`src/rtl/wrr_arbiter_n.sv`:
```
// Weighted round-robin pop arbiter with a one-hot push to the destination one cycle after each pop.
// Registered pop with no input-to-pop comb path; any almost_full stalls pops and keeps ptr/credit.
module wrr_arbiter_n #(
    parameter int NUM_CH   = 4,
    parameter int DEST_W   = 2,
    parameter int WEIGHT_W = 3
) (
    input  logic                       clk,
    input  logic                       reset_L,
    input  logic [NUM_CH*WEIGHT_W-1:0] weights,
    input  logic [NUM_CH-1:0]          empty,
    input  logic [NUM_CH-1:0]          almost_empty,
    input  logic [NUM_CH-1:0]          almost_full,
    input  logic [DEST_W-1:0]          dest,
    output logic [NUM_CH-1:0]          pop,
    output logic [NUM_CH-1:0]          push,
    output logic [DEST_W-1:0]          active_ch,
    output logic                       idle
);
    localparam logic [NUM_CH-1:0] ONE = NUM_CH'(1);

    logic [WEIGHT_W-1:0] wt [NUM_CH];
    logic [NUM_CH-1:0]   elig;
    logic [NUM_CH-1:0]   pop_d;
    logic [NUM_CH-1:0]   pop_n;
    logic [DEST_W-1:0]   ptr;
    logic [DEST_W-1:0]   ptr_n;
    logic [DEST_W-1:0]   sel;
    logic [DEST_W-1:0]   cand;
    logic [WEIGHT_W-1:0] credit;
    logic [WEIGHT_W-1:0] credit_n;
    logic                found;

    // A channel being popped on its last word is already empty for the next decision.
    for (genvar i = 0; i < NUM_CH; i++) begin : g_ch
        assign wt[i]   = weights[i*WEIGHT_W +: WEIGHT_W];
        assign elig[i] = !empty[i] && !(pop[i] && almost_empty[i]) && (wt[i] != '0);
    end

    // Search starts after ptr and wraps to ptr itself last.
    always_comb begin
        found = 1'b0;
        sel   = ptr;
        cand  = '0;
        for (int k = 1; k <= NUM_CH; k++) begin
            cand = ptr + DEST_W'(k);
            if (!found && elig[cand]) begin
                found = 1'b1;
                sel   = cand;
            end
        end
    end

    always_comb begin
        pop_n    = '0;
        ptr_n    = ptr;
        credit_n = credit;
        if (|almost_full) begin
            pop_n = '0;
        end else if (elig[ptr] && (credit != '0)) begin
            pop_n    = ONE << ptr;
            credit_n = credit - 1'b1;
        end else if (found) begin
            pop_n    = ONE << sel;
            ptr_n    = sel;
            credit_n = wt[sel] - 1'b1;
        end else begin
            credit_n = '0;
        end
    end

    always_ff @(posedge clk) begin
        if (!reset_L) begin
            pop       <= '0;
            pop_d     <= '0;
            ptr       <= '0;
            credit    <= '0;
            active_ch <= '0;
            idle      <= 1'b1;
        end else begin
            pop       <= pop_n;
            pop_d     <= pop;
            ptr       <= ptr_n;
            credit    <= credit_n;
            active_ch <= ptr_n;
            idle      <= (pop_n == '0);
        end
    end

    assign push = (pop_d != '0) ? (ONE << dest) : '0;

endmodule

```
`config.mk`:
```
export PLATFORM = sky130hd
export DESIGN_NAME = wrr_arbiter_n
export DESIGN_NICKNAME = d
export VERILOG_FILES = /design/src/rtl/wrr_arbiter_n.sv
export SDC_FILE = /design/constraint.sdc
export NUM_CORES = 1
export LEC_CHECK = 0
export CAP_MARGIN = 30
export CORE_MARGIN = 1.5
export CORE_UTILIZATION = 44
export DETAILED_ROUTE_END_ITERATION = 16
export PLACE_DENSITY = 0.89
export SKIP_LAST_GASP = 1
export SLEW_MARGIN = 30
export SYNTH_ARGS = -nofsm -noshare
export SYNTH_HDL_FRONTEND = slang
export SYNTH_SLANG_ARGS = --single-unit
```
`constraint.sdc`:
```
create_clock -name clk -period 3.28 [get_ports clk]
set_input_delay 0.656 -clock clk [delete_from_list [all_inputs] [get_ports clk]]
set_output_delay 0.656 -clock clk [all_outputs]
set_load 0.01 [all_outputs]
```
==> metrics.csv, run 1 <==
metric;value;unit
synth-simple-area-share;0.2160;
dp_hpwl;2.744;mm
die_w;52.48;um
grt_first_pass_wirelength;5.554;mm
hold_slack;0.5476;ns
nets;209;
crit_slowest_cell;a211oi_1;
synth_area;0.001077;sq mm
drtIter0Drc;45;
gr-total-overflow;0;
numCtsBuffers;3;
ys_seq_area_frac;0.2602;
syn2layout_area_growth;59.81;%
relSlewSlack;0.5171;
dr_total_vias;1224;
crit_start;empty[0];
final_layout_size_suffix_gt1_frac;0.2139;
start_util;0.4778;
drv_slew;0;
max_cap_violations;0;
dp.cells;193;
yosys.area.top_type_share;0.2602;
critPathTopFamily;compound AO/OA/AOI/OAI gates;
clock-sinks;14;
path_buf_inv;2;
vdd_drop_max;0.2047;mV
synth_nets;151;
fmax;314.1;MHz
critPathLaunchType;input port;
hold_viol;0;
synthMuxAreaShare;0.1777;
synth_compound_gate_area_share;0.1940;
synthCells;116;
std_cell_rows;17;
die_h;52.48;um
clkLatencyLatePin;0.27;ns
ant_nets;0;
yosys_most_used_dff;dfxtp_1;
post_cts_hold_buffer_count;0;
synth.most_common_cell;dfxtp_1;
synth_fa_ha_area_frac;0.08130;
syn_area_per_cell;9.287;sq um
grt_pass1_vias;1235;
run_status;finished clean;
pin_count;39;
stdcell_count;202;
cts_tree;yes;
async_flop_share;0;
p_leak;0.8006;nW
reg2reg_slack;0.40;ns
htreeDepth;1;
critPathMaxStageDelay;0.51;ns
grt_usage;0.2788;
hold_path_class;register to register;
num-fill-cells;154;
wire_per_inst;17.69;um
synth-edff-count;0;
clkTransAtPathRegs;0.08;ns
end_kind;register;
grt_start_max_net_pins;13;
synth_top_family_by_area;simple AND/OR/NAND/NOR gates;
ys_types;35;
fp.coreArea;0.002255;sq mm
min-delay-start;pop[3];
synth_xor_area_frac;0.03136;
crit_chain;clkdlybuf4s50_1 -> a211oi_1 -> mux4_2 -> o21ai_4 -> xnor2_2 -> buf_4 -> mux2i_1 -> nand2_1 -> o21ai_1 -> ha_1 -> nor3_2 -> o311a_1;
vias_per_cell;6.059;
powerDensity;289.4;mW/mm^2
fin_crit;3.183;ns
r2r-start;ptr[1];
io_buffers;38;
ys_ff_latch;14;
gp_congestion;0.8473;
worstSetupPathType;input port to register;
yosys-top-cells-area;dfxtp_1, mux4_1, ha_1;
drt_drc_violations_left;0;
cp.arrival;3.35;ns
finalWirelength;3.573;mm
clock_path_buffers;2;
synth_top_area_cell;dfxtp_1;
yosys-top-cells-count;dfxtp_1, nor3_1, nor2_1, ha_1, o21ai_0;
setup_viol;0;
worstMarginPinSlew;0.7178;ns
dieArea;0.002754;sq mm
root_buffer;clkbuf_4;
required;3.44;ns
firstDrtPassIters;4;
fin_worst_skew;0.0008027;ns
yosys_warnings;0;
crit_fanout;4;
fin_crit_sh;0.9706;
antenna_found_initial;0;
-- sequential cells by signal (all words and copies together), names as in the netlist --
name    count
idle        1
credit      3
ptr         2
pop_d       4
pop         4
-- through the flow --
stage	utilization	TNS (ns)	worst slack, ns	cell area [sq um]	power (mW)
floorplan	-	0	0.2533	1077	0.2759
global placement	0.7037	-0.3047	-0.1643	1587	0.3491
detailed placement	0.7037	-0.7876	-0.3686	1587	0.3588
CTS	0.7331	0	0.002337	1653	0.4905
global route	0.7625	-0.02313	-0.02313	1719	0.5236
finish	0.7636	0	0.09650	1722	0.4982
-- per-layer routing --
layer	share of wire	track usage	wire (um)
met1	0.38	0.2883	1374
met2	0.53	0.5417	1905
met3	0.054	0.03143	194
met4	0.027	0.1368	98
met5	0	0	0
-- report_power, final --
| group | switching, mW | internal (mW) | total, mW |
|---|---|---|---|
| registers | 0.00286 | 0.174 | 0.176 |
| clock network | 0.0556 | 0.0675 | 0.123 |
| logic | 0.0887 | 0.110 | 0.199 |
| total | 0.147 | 0.351 | 0.498 |
-- worst reg2reg max path: stages (launching register included) --
cell and delay [ns]:
dfxtp_2 0.43, inv_1 0.13, ha_1 0.39, nor2_1 0.06, o21ai_0 0.17, a22oi_1 0.13, a211oi_2 0.27, mux4_1 0.62
inv_1 0.07, ha_1 0.13, nor3_2 0.04, o311a_1 0.34
-- area by class of cell --
class | instances | area [sq um] | area share
clock buffer | 4 | 36.28 | 0.02108
inverter | 6 | 23.77 | 0.01381
antenna | 1 | 2.502 | 0.001453
tap | 28 | 35.03 | 0.02035
sequential | 14 | 281.5 | 0.1635
timing repair buffer | 57 | 560.5 | 0.3256
multi-input combinational | 92 | 782.0 | 0.4542
-- logic make-up after synthesis --
| logic type | after synthesis |
|---|---|
| simple gates | 44 |
| xor+xnor | 3 |
| buf+inv | 10 |
| flops | 14 |
| compound gates | 28 |
| mux | 10 |
| fa+ha+maj | 7 |
-- cells in the final DEF, fill, tap and decap left out, drive strengths merged, types with 2 or more instances in the layout --
cell type / count
mux2i: 3
o21ai: 8
xnor2: 3
ha: 7
a21oi: 2
dlymetal6s2s: 15
o41ai: 3
a211oi: 5
inv: 5
clkbuf: 4
nor3: 11
mux4: 6
nor3b: 2
nor4: 4
a211o: 4
clkdlybuf4s50: 23
nand2: 5
a22oi: 5
and2: 6
nor2b: 2
dfxtp: 14
buf: 19
nor2: 9
-- final timing paths --
check                                  to  cells past startpoint
worst min register to register   pop_d[3]                      1
worst max-delay path            credit[1]                     12
worst min-delay path             pop_d[3]                      1
worst max register to register  credit[1]                     11
-- repair_timing --
action                     in CTS  in global routing
pin swaps                       1                 11
buffers inserted                1                  3
setup endpoints to repair       1                  2
resized for setup               4                 18
Note: power is estimated with default switching activity, not from simulation.
==> run 2: changes to the inputs <==
- CORE_ASPECT_RATIO: default -> 1.4
- CORE_UTILIZATION: 44 -> 55
- DONT_BUFFER_PORTS: default -> 1
- GPL_TIMING_DRIVEN: default -> 0
- PLACE_DENSITY: 0.89 -> 0.8
==> run 2 against run 1 <==
Combinational power decreased by 37%. Hold slack got worse by 0.023 ns. Critical endpoint unchanged. Clock power about the same. Non-clock buffer count decreased by 52. Die area decreased by 19%. Setup slack improved by 0.057 ns. Maximum frequency increased by 1.8%. Register-to-register slack got worse by 0.25 ns. Critical path depth unchanged. Total power decreased by 14%. Cell count decreased by 30%.
==> metrics.csv, run 2 (synthesized netlist as in run 1, its figures left out) <==
metric;value;unit;change
critPathLaunchType;register;;
finalWirelength;2.434;mm;-32%
final_layout_size_suffix_gt1_frac;0.1570;;-0.05685
final_cell_mix;dfxtp_1, nor3_1, nor2_1;;
seqCellArea;281.5;sq um;unchanged
stdcell_count;141;;-30%
htreeDepth;1;;unchanged
firstDrtPassIters;4;;unchanged
multiInputGateArea;778.2;sq um;-0.48%
vias_per_cell;6.773;;+12%
fp.coreArea;0.001802;sq mm;-20%
final_area;0.001171;sq mm;-32%
crit_start;ptr[0];;
hold_path_class;input port to register;;
fmax;319.8;MHz;+1.8%
grt_first_pass_wirelength;3.670;mm;-34%
hold_viol;0;;unchanged
dp_hpwl;1.942;mm;-29%
fin_worst_skew;0.009726;ns;+0.008923 ns
finalPower;0.4268;mW;-14%
preCtsSetupSlack;-0.2440;ns;+0.1246 ns
antenna_found_initial;0;;unchanged
start_util;0.5979;;+0.1201
p_leak;0.4343;nW;-46%
setup_ws;0.1535;ns;+0.05699 ns
hold_slack;0.5245;ns;-0.02311 ns
drtIter0Drc;31;;-31%
dp.cells;136;;-30%
cp.arrival;3.36;ns;about the same
gr-total-overflow;0;;unchanged
endpoint;credit[1];;
grt_usage;0.2337;;-0.04509
end_kind;register;;
required;3.51;ns;+0.07 ns
worstSetupPathType;register to register;;
clkTransAtPathRegs;0.09;ns;about the same
powerDensity;364.4;mW/mm^2;+26%
die_h;55.37;um;+5.5%
fin_crit;3.127;ns;-0.05699 ns
run_status;finished clean;;
max_cap_violations;0;;unchanged
r2r-start;ptr[0];;
num-fill-cells;146;;-5.2%
dr_total_vias;955;;-22%
clkLatencyLatePin;0.28;ns;about the same
post_cts_hold_buffer_count;0;;unchanged
clock-sinks;14;;unchanged
pin_count;39;;unchanged
drt_drc_violations_left;0;;unchanged
fin_crit_sh;0.9532;;-0.01738
final_common_cell;dfxtp_1;;
worstMarginPinSlew;0.7239;ns;+0.006086 ns
r2r-end;credit[1];;
die_w;40.41;um;-23%
top_regs;pop x4, pop_d x4, credit x3;;
drv_slew;0;;unchanged
nets;157;;-25%
crit_fanout;8;;+4
grt_start_max_net_pins;11;;-2
grt_pass1_vias;842;;-32%
diodes;0;;-1
relSlewSlack;0.5134;;-0.003662
reg2reg_slack;0.15;ns;-0.25 ns
io_buffers;0;;-100%
placed_area;0.001109;sq mm;-30%
rsz0062_at_grt;no;;
reg2reg_depth;12;;+1
syn2layout_area_growth;8.711;%;
postLayoutCoreUtil;0.6500;;-0.1136
gp_congestion;0.7457;;-12%
numCtsBuffers;3;;unchanged
clock_path_buffers;2;;unchanged
dieArea;0.002237;sq mm;-19%
root_buffer;clkbuf_4;;
wire_per_inst;17.26;um;-2.4%
vdd_drop_max;0.1795;mV;-12%
setup_tns;0;ns;unchanged
cts_tree;yes;;
std_cell_rows;18;;+1
ant_nets;0;;unchanged
setup_viol;0;;unchanged
[run 2: changes by cell type in the layout (fill, tap and decap cells not counted), moves of 3 or more]
| cell | previous run | this run |
|---|---|---|
| clkbuf_1 | 0 | 3 |
| buf_4 | 19 | 2 |
| nor3_2 | 4 | 1 |
| dlymetal6s2s_1 | 15 | 0 |
| nor3_1 | 7 | 10 |
| clkdlybuf4s50_1 | 23 | 0 |
[run 2: routing by layer]
layer	share of wire	vias to the layer above	track usage
li1	-	459	-
met1	0.39	457	0.2772
met2	0.54	35	0.3719
met3	0.058	4	0.04418
met4	0.017	0	0.1238
met5	0	-	0
[run 2: layout make-up]
cell class	count	area share
buffer	4	0.01603
clock buffer	4	0.03098
inverter	6	0.02030
multi-input combinational	92	0.6645
sequential	14	0.2404
tap	20	0.02137
timing repair buffer	1	0.006410
[run 2: repair_timing]
action                     CTS  global route
buffers inserted             1             0
gates resized for setup      1             3
setup endpoints to repair    3             1
pin swaps                    1             0
[run 2: power by group]
part           total (mW)  internal [mW]  switching (mW)
sequential          0.177          0.174         0.00368
combinational       0.126         0.0599          0.0660
clock               0.124         0.0675          0.0561
total               0.427          0.301           0.126
[run 2: worst max-delay path, cell delays in order, from the launching register on]
cell,delay [ns]
dfxtp_2,0.40
buf_4,0.19
clkinv_2,0.18
ha_4,0.35
nor2_1,0.04
o21ai_0,0.22
a22oi_1,0.14
a211oi_2,0.22
mux4_1,0.62
inv_1,0.09
ha_1,0.24
nor3_2,0.23
o311a_1,0.17
[run 2: worst min-delay path by stage]
stage                    from   endpoint  cells past startpoint
6_report       almost_full[2]       idle                      2
5_1_grt        almost_full[2]       idle                      2
3_5_place_dp        credit[0]  credit[0]                      2
2_1_floorplan       credit[0]  credit[0]                      2
4_1_cts        almost_full[2]       idle                      2
3_3_place_gp        credit[0]  credit[0]                      2
==> run 3: changes to the inputs <==
- ABC_AREA: default -> 1
- CAP_MARGIN: 30 -> 20
- GPL_ROUTABILITY_DRIVEN: default -> 0
==> run 3 against run 2 <==
Clock skew fell by 0.0090 ns. Die area rose by 15%. Sequential share of layout area fell by 2.5 points. Setup slack improved by 0.15 ns. Register-to-register slack improved by 0.15 ns. Total power rose by 17%. Clock-buffer cell count did not move. Clock power barely moved. Largest power group is now combinational cells.
==> metrics.csv, run 3 <==
metric;value;unit;change
final_cell_mix;nand2_1, inv_1, nand3_1;;
clock-sinks;14;;unchanged
postLayoutCoreUtil;0.6169;;-0.03314
numCtsBuffers;3;;unchanged
synth_area;0.001254;sq mm;+16%
drtIter0Drc;28;;-9.7%
clock_path_buffers;2;;unchanged
yosys_most_used_dff;dfxtp_1;;
antenna_found_initial;0;;unchanged
relSlewSlack;0.6376;;+0.1242
gr-total-overflow;0;;unchanged
fin_worst_skew;0.0006988;ns;-0.009027 ns
max_cap_violations;0;;unchanged
drt_drc_violations_left;0;;unchanged
synth.most_common_cell;nand2_1;;
die_h;59.49;um;+7.5%
grt_usage;0.2362;;+0.002484
std_cell_rows;20;;+2
setup_viol;0;;unchanged
die_w;43.35;um;+7.3%
vdd_drop_max;0.2524;mV;+41%
rsz0062_at_grt;no;;
p_leak;0.6863;nW;+58%
placed_area;0.001281;sq mm;+16%
ant_nets;0;;unchanged
worstSetupPathType;register to register;;
cts_tree;yes;;
fp.coreArea;0.002152;sq mm;+19%
htreeDepth;1;;unchanged
yosys_warnings;0;;unchanged
end_kind;register;;
post_cts_buffers;0;;-1
reg2reg_depth;18;;+6
r2r-start;ptr[0];;
pin_count;39;;unchanged
final_layout_size_suffix_gt1_frac;0.2434;;+0.08636
critPathLaunchType;register;;
ys_ff_latch;14;;unchanged
cp.arrival;3.20;ns;-0.16 ns
synth_nets;220;;+46%
wire_per_inst;13.54;um;-22%
crit_fanout;10;;+2
dieArea;0.002579;sq mm;+15%
synth_top_area_cell;dfxtp_1;;
powerDensity;375.1;mW/mm^2;+2.9%
async_flop_share;0;;unchanged
vias_per_cell;5.602;;-17%
drv_slew;0;;unchanged
grt_start_max_net_pins;11;;unchanged
syn2layout_area_growth;5.888;%;
required;3.51;ns;about the same
finalWirelength;2.857;mm;+17%
synth-edff-count;0;;unchanged
final_common_cell;nand2_1;;
whs_path_depth;2;;unchanged
worstMarginPinSlew;0.5391;ns;-0.1847 ns
fmax;336.0;MHz;+5.0%
clkTransAtPathRegs;0.08;ns;about the same
holdPathEnd;credit[1];;
finalPower;0.4979;mW;+17%
diodes;0;;unchanged
nets;225;;+43%
yosys-top-cells-count;nand2_1, inv_1, nand3_1, nor2_1, dfxtp_1;;
r2r-end;credit[1];;
hold_path_class;register to register;;
top_regs;pop x4, pop_d x4, credit x3;;
dp_hpwl;2.295;mm;+18%
grt_first_pass_wirelength;4.560;mm;+24%
io_buffers;0;;unchanged
final_area;0.001328;sq mm;+13%
hold_viol;0;;unchanged
root_buffer;clkbuf_4;;
synthCells;185;;+59%
yosys-top-cells-area;dfxtp_1, nand2_1, inv_1;;
fin_crit_sh;0.9074;;-0.04581
reg2reg_slack;0.30;ns;+0.15 ns
ys_types;27;;-23%
yosys.area.top_type_share;0.2236;;-0.03661
min-delay-start;credit[1];;
ys_seq_area_frac;0.2236;;-0.03661
clkLatencyLatePin;0.29;ns;about the same
start_util;0.5826;;-0.01536
crit_start;ptr[0];;
fin_crit;2.976;ns;-0.1503 ns
dr_total_vias;1182;;+24%
grt_pass1_vias;1120;;+33%
run_status;finished clean;;
syn_area_per_cell;6.777;sq um;-27%
setup_tns;0;ns;unchanged
firstDrtPassIters;4;;unchanged
[run 3: changes by cell type after synthesis, moves of 5 or more]
cell | previous run | this run
nand2_1 | 5 | 43
inv_1 | 5 | 26
nand3_1 | 1 | 19
nor2_1 | 9 | 18
nand3_2 | 0 | 8
a21oi_2 | 1 | 7
nor3_1 | 11 | 5
a22oi_1 | 5 | 0
and2_1 | 5 | 0
nand2_2 | 0 | 5
nand2_4 | 0 | 5
[run 3: timing repair]
action,CTS,global route
hold endpoints to repair,0,0
setup endpoints to repair,0,1
resized for setup,0,5
hold buffers,0,0
[run 3: layout make-up]
class	count	area, sq um
multi-input cells	140	833.3
fillers	212	824.5
flip-flops and latches	14	285.3
inverters	28	117.6
clock buffers	4	36.28
plain buffers	3	27.53
well taps	22	27.53
[run 3: report_power, final]
part,switching (mW),internal (mW),total [mW]
Clock,0.0595,0.0677,0.127
Sequential,0.00454,0.173,0.178
Combinational,0.125,0.0678,0.193
[run 3: how the worst max path moves through the flow]
stage	endpoint	slack, ns	cells after the start
after floorplan	credit[1]	0.58	17
after global placement	credit[1]	0.21	17
after detailed placement	credit[1]	0.13	17
after CTS	credit[1]	0.05	17
after global routing	credit[1]	0.03	18
final	credit[1]	0.30	18
[run 3: logic make-up after synthesis]
| family | synth area share |
|---|---|
| AND/OR/NAND/NOR | 0.4760 |
| adder cells (fa/ha/maj) | 0.06986 |
| buffers and inverters | 0.1158 |
| flip-flops | 0.2236 |
| AO/OA/AOI/OAI | 0.1148 |
[run 3: routing by layer]
metal | GRT usage | routed length (um) | vias to the layer above
met5 | 0 | 0 | -
met4 | 0.1602 | 124 | 0
li1 | - | - | 607
met3 | 0.03049 | 86 | 11
met2 | 0.4371 | 1566 | 26
met1 | 0.2388 | 1080 | 538
[run 3: stage by stage]
step           instances  hold slack, ns  setup slack [ns]
6_report             211          0.4840            0.3038
4_1_cts              211          0.4846           0.05391
5_1_grt              211          0.5172           0.02657
3_3_place_gp         207          0.4542            0.2110
3_5_place_dp         207          0.4715            0.1332
2_1_floorplan        185          0.4436            0.5828
[run 3: critical path: stages, from the launching register on]
cell       delay [ns]
dfxtp_2          0.40
buf_6            0.17
inv_8            0.05
ha_1             0.36
inv_1            0.17
nand3_2          0.13
nand2_4          0.11
nand3_4          0.09
nand2_4          0.09
nand2_4          0.06
buf_6            0.14
nor2_2           0.17
nand2_1          0.08
o2111ai_1        0.08
inv_1            0.07
ha_1             0.29
nor3_1           0.21
o21ai_0          0.10
a21oi_1          0.15
==> patch, RTL diff (flow settings as in run 1) <==
Set the parameter `WEIGHT_W` to 5 (it was 3).
--- a/src/rtl/wrr_arbiter_n.sv
+++ b/src/rtl/wrr_arbiter_n.sv
@@ -3,7 +3,7 @@
 module wrr_arbiter_n #(
     parameter int NUM_CH   = 4,
     parameter int DEST_W   = 2,
-    parameter int WEIGHT_W = 3
+    parameter int WEIGHT_W = 5
 ) (
     input  logic                       clk,
     input  logic                       reset_L,
Ports: changed (resized weights); port bits go from 39 to 47. No check against the original RTL was run, so the function may have changed too.
==> patch against run 1 <==
Count of clock-buffer cells in the layout stayed put; routed wire length up 14%; critical path type unchanged; setup slack gained 0.047 ns; hold slack lost 0.049 ns; synthesized area rose by 30%; total power up 18%; largest power group unchanged; cell area increased by 27%; sequential cell count grew 2; critical endpoint is now credit[4].
==> patch: results (changes against run 1) <==
Status
  – Status: completed

Cells and area
  – Top flop regs: credit x5, pop x4, pop_d x4
  – Share of cells above drive strength 1: 0.212 (-0.00211)
  – Fillers: 263 (+71%)
  – Fin cells: 299 (+48%)
  – Ant. Diodes: 0 (-1)

Route
  – Starting DRT DRC Count: 82 (+82%)
  – Detail-routed net length per standard cell: 13.6 um (-23%)
  – Total number of vias: 1666 (+36%)

Critical path
  – Crit path DAT: 3.32 ns (-0.03 ns)
  – Max FO, Critical Path: 7 (+3)
  – CP Launch Point: weights[1]
  – CP max stage cell: clkdlybuf4s50_1
  – Flop2flop setup slack: 0.64 ns (+0.24 ns)
  – Worst Setup EP: credit[4]
  – Reg-to-reg startpoint: pop[0]

Place
  – Post-DP HPWL: 3260 um (+19%)
  – IO buf count: 46 (+21%)
  – GP Congestion: 0.899 (+6.1%)
  – Inst Count DP: 291 (+51%)

Global route
  – Vias in the first global route: 1578 (+28%)
  – First-pass GRT wire length: 6530 um (+18%)
  – Largest net degree at the start of global routing: 19 (+6)
  – Overall Global Routing Usage: 0.237 (-0.0415)

Pwr
  – Max VDD drop: 0.000119 V (-42%)
  – Static leakage: 0.000899 uW (+12%)
  – Switching share of power: 0.309 (+0.0135)

Yosys
  – Main area contributors after synthesis: dfxtp_1 (23%), mux2i_1 (6.4%), nand2_1 (6.4%)
  – Yosys cell types: 54 (+54%)
  – Synth top cells by count: nand2_1 (24), dfxtp_1 (16), nor2_1 (14)
  – Register area share after synthesis: 0.228 (-0.0320)
  – Mapped Nets: 221 (+46%)
  – Post-Synthesis Cells: 179 (+54%)

Clock tree
  – Post-CTS Setup Bufs: 0 (-1)
  – Maximum level of the CTS H-tree: 1 (unchanged)
  – Worst-Skew Late Latency: 0.29 ns (+0.02 ns)
  – Post_cts resized: 0 (-4)

STA
  – Slew headroom: 0.646 (+0.129)
  – Clock Skews: 0.00548 ns (+0.00468 ns)
-- patch: changes by cell type in the layout (fill, tap and decap cells not counted), sizes merged, moves of 5 or more --
cell,delta
mux2i,+6
dlymetal6s2s,-15
mux4,-5
clkdlybuf4s50,+23
nor2,+6
a21oi,+6
buf,+15
nand2,+20
-- patch: cell families (layout without fill, tap and decap cells) --
group	after synthesis	after routing	share of synthesized area
xor+xnor	2	2	0.0125
fa+ha+maj	6	6	0.0535
simple gates	77	77	0.276
compound gates	52	52	0.283
buf+inv	13	89	0.0419
flops	16	16	0.228
mux	13	13	0.104
-- patch: area by class of cell --
type,count,area (um2),area share
Tap cell,44,55.1,0.0251
Inverter,5,18.8,0.00857
Clock buffer,4,36.3,0.0166
Multi-Input combinational cell,150,1040,0.475
Sequential cell,16,320,0.146
Timing Repair Buffer,80,719,0.328
-- patch: per-stage QoR --
step	power, uW	hold WS [ns]	setup WS [ns]	utilization	instance area [um2]
floorplan	334	0.492	0.143	-	1400
global route	623	0.515	-0.00399	0.718	2190
CTS	576	0.497	0.0380	0.701	2140
finish	590	0.498	0.143	0.718	2190
detailed placement	451	0.480	-0.262	0.689	2100
global placement	445	0.469	-0.127	0.689	2100
-- patch: power by group through the flow --
stage | combinational, uW | sequential [uW] | clock, uW
2_1_floorplan | 128 | 206 | 0
3_3_place_gp | 240 | 205 | 0
3_5_place_dp | 245 | 205 | 0
4_1_cts | 247 | 201 | 129
5_1_grt | 283 | 201 | 138
6_report | 261 | 201 | 127
-- patch: layer usage --
| metal | part of all wire | vias to the layer above | GRT usage |
|---|---|---|---|
| met4 | 0.0084 | 0 | 0.0649 |
| li1 | - | 831 | - |
| met2 | 0.51 | 65 | 0.430 |
| met5 | 0 | - | 0 |
| met3 | 0.050 | 5 | 0.0218 |
| met1 | 0.43 | 765 | 0.295 |
